### src/rtl/mem_ctrl_pkg.sv
// mem_ctrl_pkg: shared constants, FSM encoding and RW levels for the memory controller.
package mem_ctrl_pkg;
    localparam int DW = 8;
    localparam int AW = 3;
    localparam int NWORDS = 2 ** AW;
    localparam logic RW_READ = 1'b1;
    localparam logic RW_WRITE = 1'b0;
    typedef enum logic [2:0] {IDLE, SETUP, STROBE, HOLD, CAPTURE, DONE} state_t;
endpackage

### src/rtl/rr_arb2.sv
// rr_arb2: two-way round-robin pick with a registered last-grant pointer (bit 0 = A, bit 1 = B).
module rr_arb2
    import mem_ctrl_pkg::*;
(
    input  logic       clk,
    input  logic       rst,
    input  logic [1:0] req,
    input  logic       adv,
    output logic [1:0] gnt
);
    logic last_b;
    always_comb gnt = (req == 2'b11) ? (last_b ? 2'b01 : 2'b10) : req;
    // Reset points at B so that A wins the first contested pick.
    always_ff @(posedge clk) begin
        if (rst) last_b <= 1'b1;
        else if (adv && |req) last_b <= gnt[1];
    end
endmodule

### src/rtl/mem_arbiter.sv
// mem_arbiter: round-robin two-requester controller sequencing fixed-phase accesses to an 8x8 memory array.
module mem_arbiter #(
    parameter int DW = mem_ctrl_pkg::DW,
    parameter int AW = mem_ctrl_pkg::AW,
    parameter int WR_CYCLES = 1
) (
    input  logic                 clk,
    input  logic                 rst,
    input  logic                 a_req,
    input  logic                 a_we,
    input  logic [AW-1:0]        a_addr,
    input  logic [DW-1:0]        a_wdata,
    output logic                 a_gnt,
    output logic                 a_done,
    output logic [DW-1:0]        a_rdata,
    input  logic                 b_req,
    input  logic                 b_we,
    input  logic [AW-1:0]        b_addr,
    input  logic [DW-1:0]        b_wdata,
    output logic                 b_gnt,
    output logic                 b_done,
    output logic [DW-1:0]        b_rdata,
    output logic                 busy,
    output logic                 mem_rw,
    output logic [AW-1:0]        mem_adr,
    output logic [DW-1:0]        mem_i,
    input  logic [DW*(2**AW)-1:0] mem_o
);
    import mem_ctrl_pkg::*;
    state_t state;
    logic [2:0] cnt;
    logic we_l;
    logic own_b;
    logic [1:0] pick;
    logic [DW-1:0] word;
    assign word = mem_o[DW*mem_adr +: DW];
    rr_arb2 u_arb (
        .clk (clk),
        .rst (rst),
        .req ({b_req, a_req}),
        .adv (state == IDLE),
        .gnt (pick)
    );
    // mem_adr/mem_i double as the request latch, so they stay put from SETUP through DONE.
    always_ff @(posedge clk) begin
        if (rst) begin
            state <= IDLE;
            cnt <= '0;
            we_l <= 1'b0;
            own_b <= 1'b0;
            a_gnt <= 1'b0;
            b_gnt <= 1'b0;
            a_done <= 1'b0;
            b_done <= 1'b0;
            a_rdata <= '0;
            b_rdata <= '0;
            busy <= 1'b0;
            mem_rw <= RW_READ;
            mem_adr <= '0;
            mem_i <= '0;
        end else begin
            case (state)
                IDLE: if (|pick) begin
                    state <= SETUP;
                    own_b <= pick[1];
                    we_l <= pick[1] ? b_we : a_we;
                    mem_adr <= pick[1] ? b_addr : a_addr;
                    mem_i <= pick[1] ? b_wdata : a_wdata;
                    a_gnt <= pick[0];
                    b_gnt <= pick[1];
                    busy <= 1'b1;
                end
                SETUP: begin
                    state <= we_l ? STROBE : CAPTURE;
                    mem_rw <= we_l ? RW_WRITE : RW_READ;
                    cnt <= '0;
                end
                STROBE: if (cnt == 3'(WR_CYCLES - 1)) begin
                    state <= HOLD;
                    mem_rw <= RW_READ;
                end else begin
                    cnt <= cnt + 3'd1;
                end
                HOLD, CAPTURE: begin
                    state <= DONE;
                    a_done <= !own_b;
                    b_done <= own_b;
                    if (state == CAPTURE && own_b) b_rdata <= word;
                    if (state == CAPTURE && !own_b) a_rdata <= word;
                end
                DONE: begin
                    state <= IDLE;
                    a_done <= 1'b0;
                    b_done <= 1'b0;
                    a_gnt <= 1'b0;
                    b_gnt <= 1'b0;
                    busy <= 1'b0;
                end
                default: state <= IDLE;
            endcase
        end
    end
endmodule

### config.mk
export PLATFORM = sky130hd
export DESIGN_NAME = mem_arbiter
export DESIGN_NICKNAME = d
export VERILOG_FILES = /design/src/rtl/mem_ctrl_pkg.sv /design/src/rtl/rr_arb2.sv /design/src/rtl/mem_arbiter.sv
export SDC_FILE = /design/constraint.sdc
export NUM_CORES = 1
export LEC_CHECK = 0
export BUFFER_PORTS_ARGS = -buffer_cell sky130_fd_sc_hd__buf_2
export CAP_MARGIN = 30
export CORE_MARGIN = 2
export CORE_UTILIZATION = 45
export DETAILED_ROUTE_END_ITERATION = 7
export PLACE_DENSITY = 0.88
export SLEW_MARGIN = 40
export SYNTH_ARGS = -nofsm -noshare
export SYNTH_HDL_FRONTEND = slang
export SYNTH_SLANG_ARGS = --single-unit
### constraint.sdc
create_clock -name clk -period 2.8 [get_ports clk]
set_input_delay 0.28 -clock clk [delete_from_list [all_inputs] [get_ports clk]]
set_output_delay 0.28 -clock clk [all_outputs]
set_load 0.1 [all_outputs]
==> run_results.csv <==
group,metric,value,unit
timing,fmax,491,MHz
synth,syn_nets,355,
timing,max-slew-margin-rel,0.588,
critical_path,path_class,"flip-flop to flip-flop",
critical_path,cpMaxStageDelayCell,"dfxtp_1",
synth,synth_edf_count,0,
route,drc,0,
critical_path,worstPathCellList,"nor2b_1 -> a21oi_2 -> or4_1 -> a221oi_2",
critical_path,cp_data_required_time,3.01,ns
layout,drive_gt1_frac,0.426,
clock_tree,clk_pin_slew,0.07,ns
timing,clock_skew,0.00592,ns
route,ant_nets,0,
power,ir_worst_vdd,0.000416,V
critical_path,cp_max_fo,14,
clock_tree,cts_root_buf,"clkbuf_8",
floorplanning,io_pins,125,
synth,synth_top_area_share,0.344,
layout,utilization,0.599,
timing,finalMaxSlewViolations,0,
clock_tree,cts.sinks,42,
place,place.detailed.hpwl,4970,microns
route,drt_pre_antenna_iters,4,
min_path,hp-start,"a_wdata[4]",
critical_path,setup.worst_path.start,"state[0]",
synth,synth_flop_cell,"dfxtp_1",
floorplanning,die_x,77.7,microns
critical_path,cp-start-kind,"flip-flop",
power,p_per_area,662,nW/um^2
timing,tns,0,ns
route,wl,6380,microns
floorplanning,die_area,6040,sq um
clock_tree,hold_buffers,0,
floorplanning,die_h,77.7,microns
synth,yosysSeqAreaShare,0.344,
grt,grt_pass1_wl,10400,microns
clock_tree,cts_made_buffers,5,
timing,whs,0.318,ns
min_path,hold_path_class,"input port to flip-flop",
synth,synth.area.top_cells,"dfxtp_1 34%, mux2i_1 13%, a211oi_1 7.4%, nor2_1 5.2%, mux2_2 4.6%",
place,portBuffers,124,
place,gp_congestion,0.829,
timing,fin_crit_sh,0.727,
route,vias,2384,
grt,grt-ovfl-total,0,
grt,first_global_vias,2261,
clock_tree,h-tree-depth,2,
timing,rsz0062_at_grt,"no",
critical_path,r2r_start,"state[0]",
synth,ys_async_sr_fraction,0,
critical_path,critPathCaptureType,"flip-flop",
synth,netlist_instances,261,
synth,synth_top_area_cell,"dfxtp_1",
clock_tree,insertion_delay,0.29,ns
timing,tightest_slew,0.616,ns
route,drt_iter0_markers,110,
grt,antenna_found_initial,0,
layout,areaGrowthSynthToFinish,26.7,%
clock_tree,cts.repair.resized,0,
clock_tree,cts_setup_buffers,0,
synth,synth_warnings,0,
timing,finalSetupViolations,0,
run_status,status,"finished clean",
floorplanning,start_util,0.473,
timing,period_minus_slack,2.04,ns
clock_tree,cts_tree,"done",
synth,synth_seq_cells,42,
grt,grt_max_degree,35,
layout,antenna_cells,0,
synth,syn_area_per_cell,9.38,sq um
layout,nNetsFinal,466,
timing,final_hold_viol_count,0,
job,drv_cap,0,
critical_path,critPathArrivalTime,2.25,ns
power,leakage,1.35,nW
synth,syn_area,2450,sq um
synth,yosysUniqueCellTypes,49,
floorplanning,coreArea,5170,sq um
clock_tree,clockBufferDepth,2,
critical_path,slowest_delay,0.62,ns
grt,track_usage,0.213,
route,via_per_inst,5.38,
floorplanning,num_rows,26,
route,avgRoutedWirePerCell,14.4,microns
## cell usage in the layout (no fill, tap or decap), types with 5 or more instances in the layout
cell / netlist / routed
a211oi_1: 24 / 24
a211oi_2: 6 / 6
a21oi_1: 13 / 13
a22oi_1: 5 / 5
buf_2: 3 / 124
clkbuf_8: 0 / 6
dfxtp_1: 42 / 42
mux2_2: 10 / 10
mux2i_1: 31 / 31
nand2_1: 10 / 10
nor2_1: 34 / 34
o22ai_1: 5 / 5
## sequential cells by signal (all words and copies together) (netlist names)
name,cells
b_done,1
mem_adr,3
mem_rw,1
a_rdata,8
b_rdata,8
mem_i,8
busy,1
cnt,3
a_gnt,1
b_gnt,1
we_l,1
u_arb.last_b,1
own_b,1
a_done,1
state,3
## through the flow
stage / worst slack [ns] / area [sq um] / cells / power, W
finish: 0.765 / 3100 / 443 / 0.00205
CTS: 0.776 / 3090 / 443 / 0.00207
global placement: 0.881 / 3000 / 435 / 0.00165
global route: 0.638 / 3100 / 443 / 0.00216
detailed placement: 0.797 / 3000 / 435 / 0.00167
floorplan: 0.633 / 2450 / 261 / 0.00153
## final timing paths
kind	endpoint	slack [ns]	cells after the start
max	cnt[2]	0.76	4
min reg2reg	busy	0.49	2
min	mem_i[4]	0.32	3
max reg2reg	cnt[2]	0.76	4
## critical path: cells and delay by family, from the launching register on
kind | cells | cell delay, ns
AND/OR/NAND/NOR | 2 | 1.02
AO/OA/AOI/OAI | 2 | 0.32
flip-flops | 1 | 0.62
## where the power goes
group          switching (W)  internal (W)  total [W]
sequential         0.0000652      0.000662   0.000727
combinational       0.000667      0.000266   0.000933
clock               0.000195      0.000199   0.000393
total               0.000927       0.00113    0.00205
## metal layers
metal / track usage / vias to the layer above / wire (microns)
li1: - / 1205 / -
met1: 0.257 / 1082 / 2800
met2: 0.355 / 78 / 3040
met3: 0.0430 / 19 / 347
met4: 0.109 / 0 / 196
met5: 0 / - / 0
## cell usage after synthesis, types with 2 or more instances
cell and n:
a211oi_1 24, a211oi_2 6, a21oi_1 13, a221o_1 4, a221oi_1 2, a22oi_1 5, a31oi_1 2, buf_1 2
buf_12 3, buf_2 3, buf_4 3, buf_6 3, clkbuf_1 8, dfxtp_1 42, ha_1 2, inv_1 4
mux2_1 3, mux2_2 10, mux2i_1 31, nand2_1 10, nand2b_1 3, nand3_1 2, nor2_1 34, nor2b_1 4
nor3_1 4, o211ai_1 3, o21ai_0 4, o22ai_1 5, or2_2 2
## area by class of cell
cell class | count | area (sq um)
Inverter | 5 | 18.8
Tap cell | 70 | 87.6
Timing Repair Buffer | 126 | 636
Clock inverter | 1 | 5.00
Multi-Input combinational cell | 192 | 1430
Fill cell | 457 | 2070
Clock buffer | 7 | 86.3
Sequential cell | 42 | 841
## kinds of logic after synthesis
family | synth area share
AOI/OAI and AO/OA | 0.254
and+or+nand+nor | 0.129
muxes | 0.187
DFF | 0.344
buffers and inverters | 0.0767
adders and majority gates | 0.0102
(Power assumes the default switching activity.)
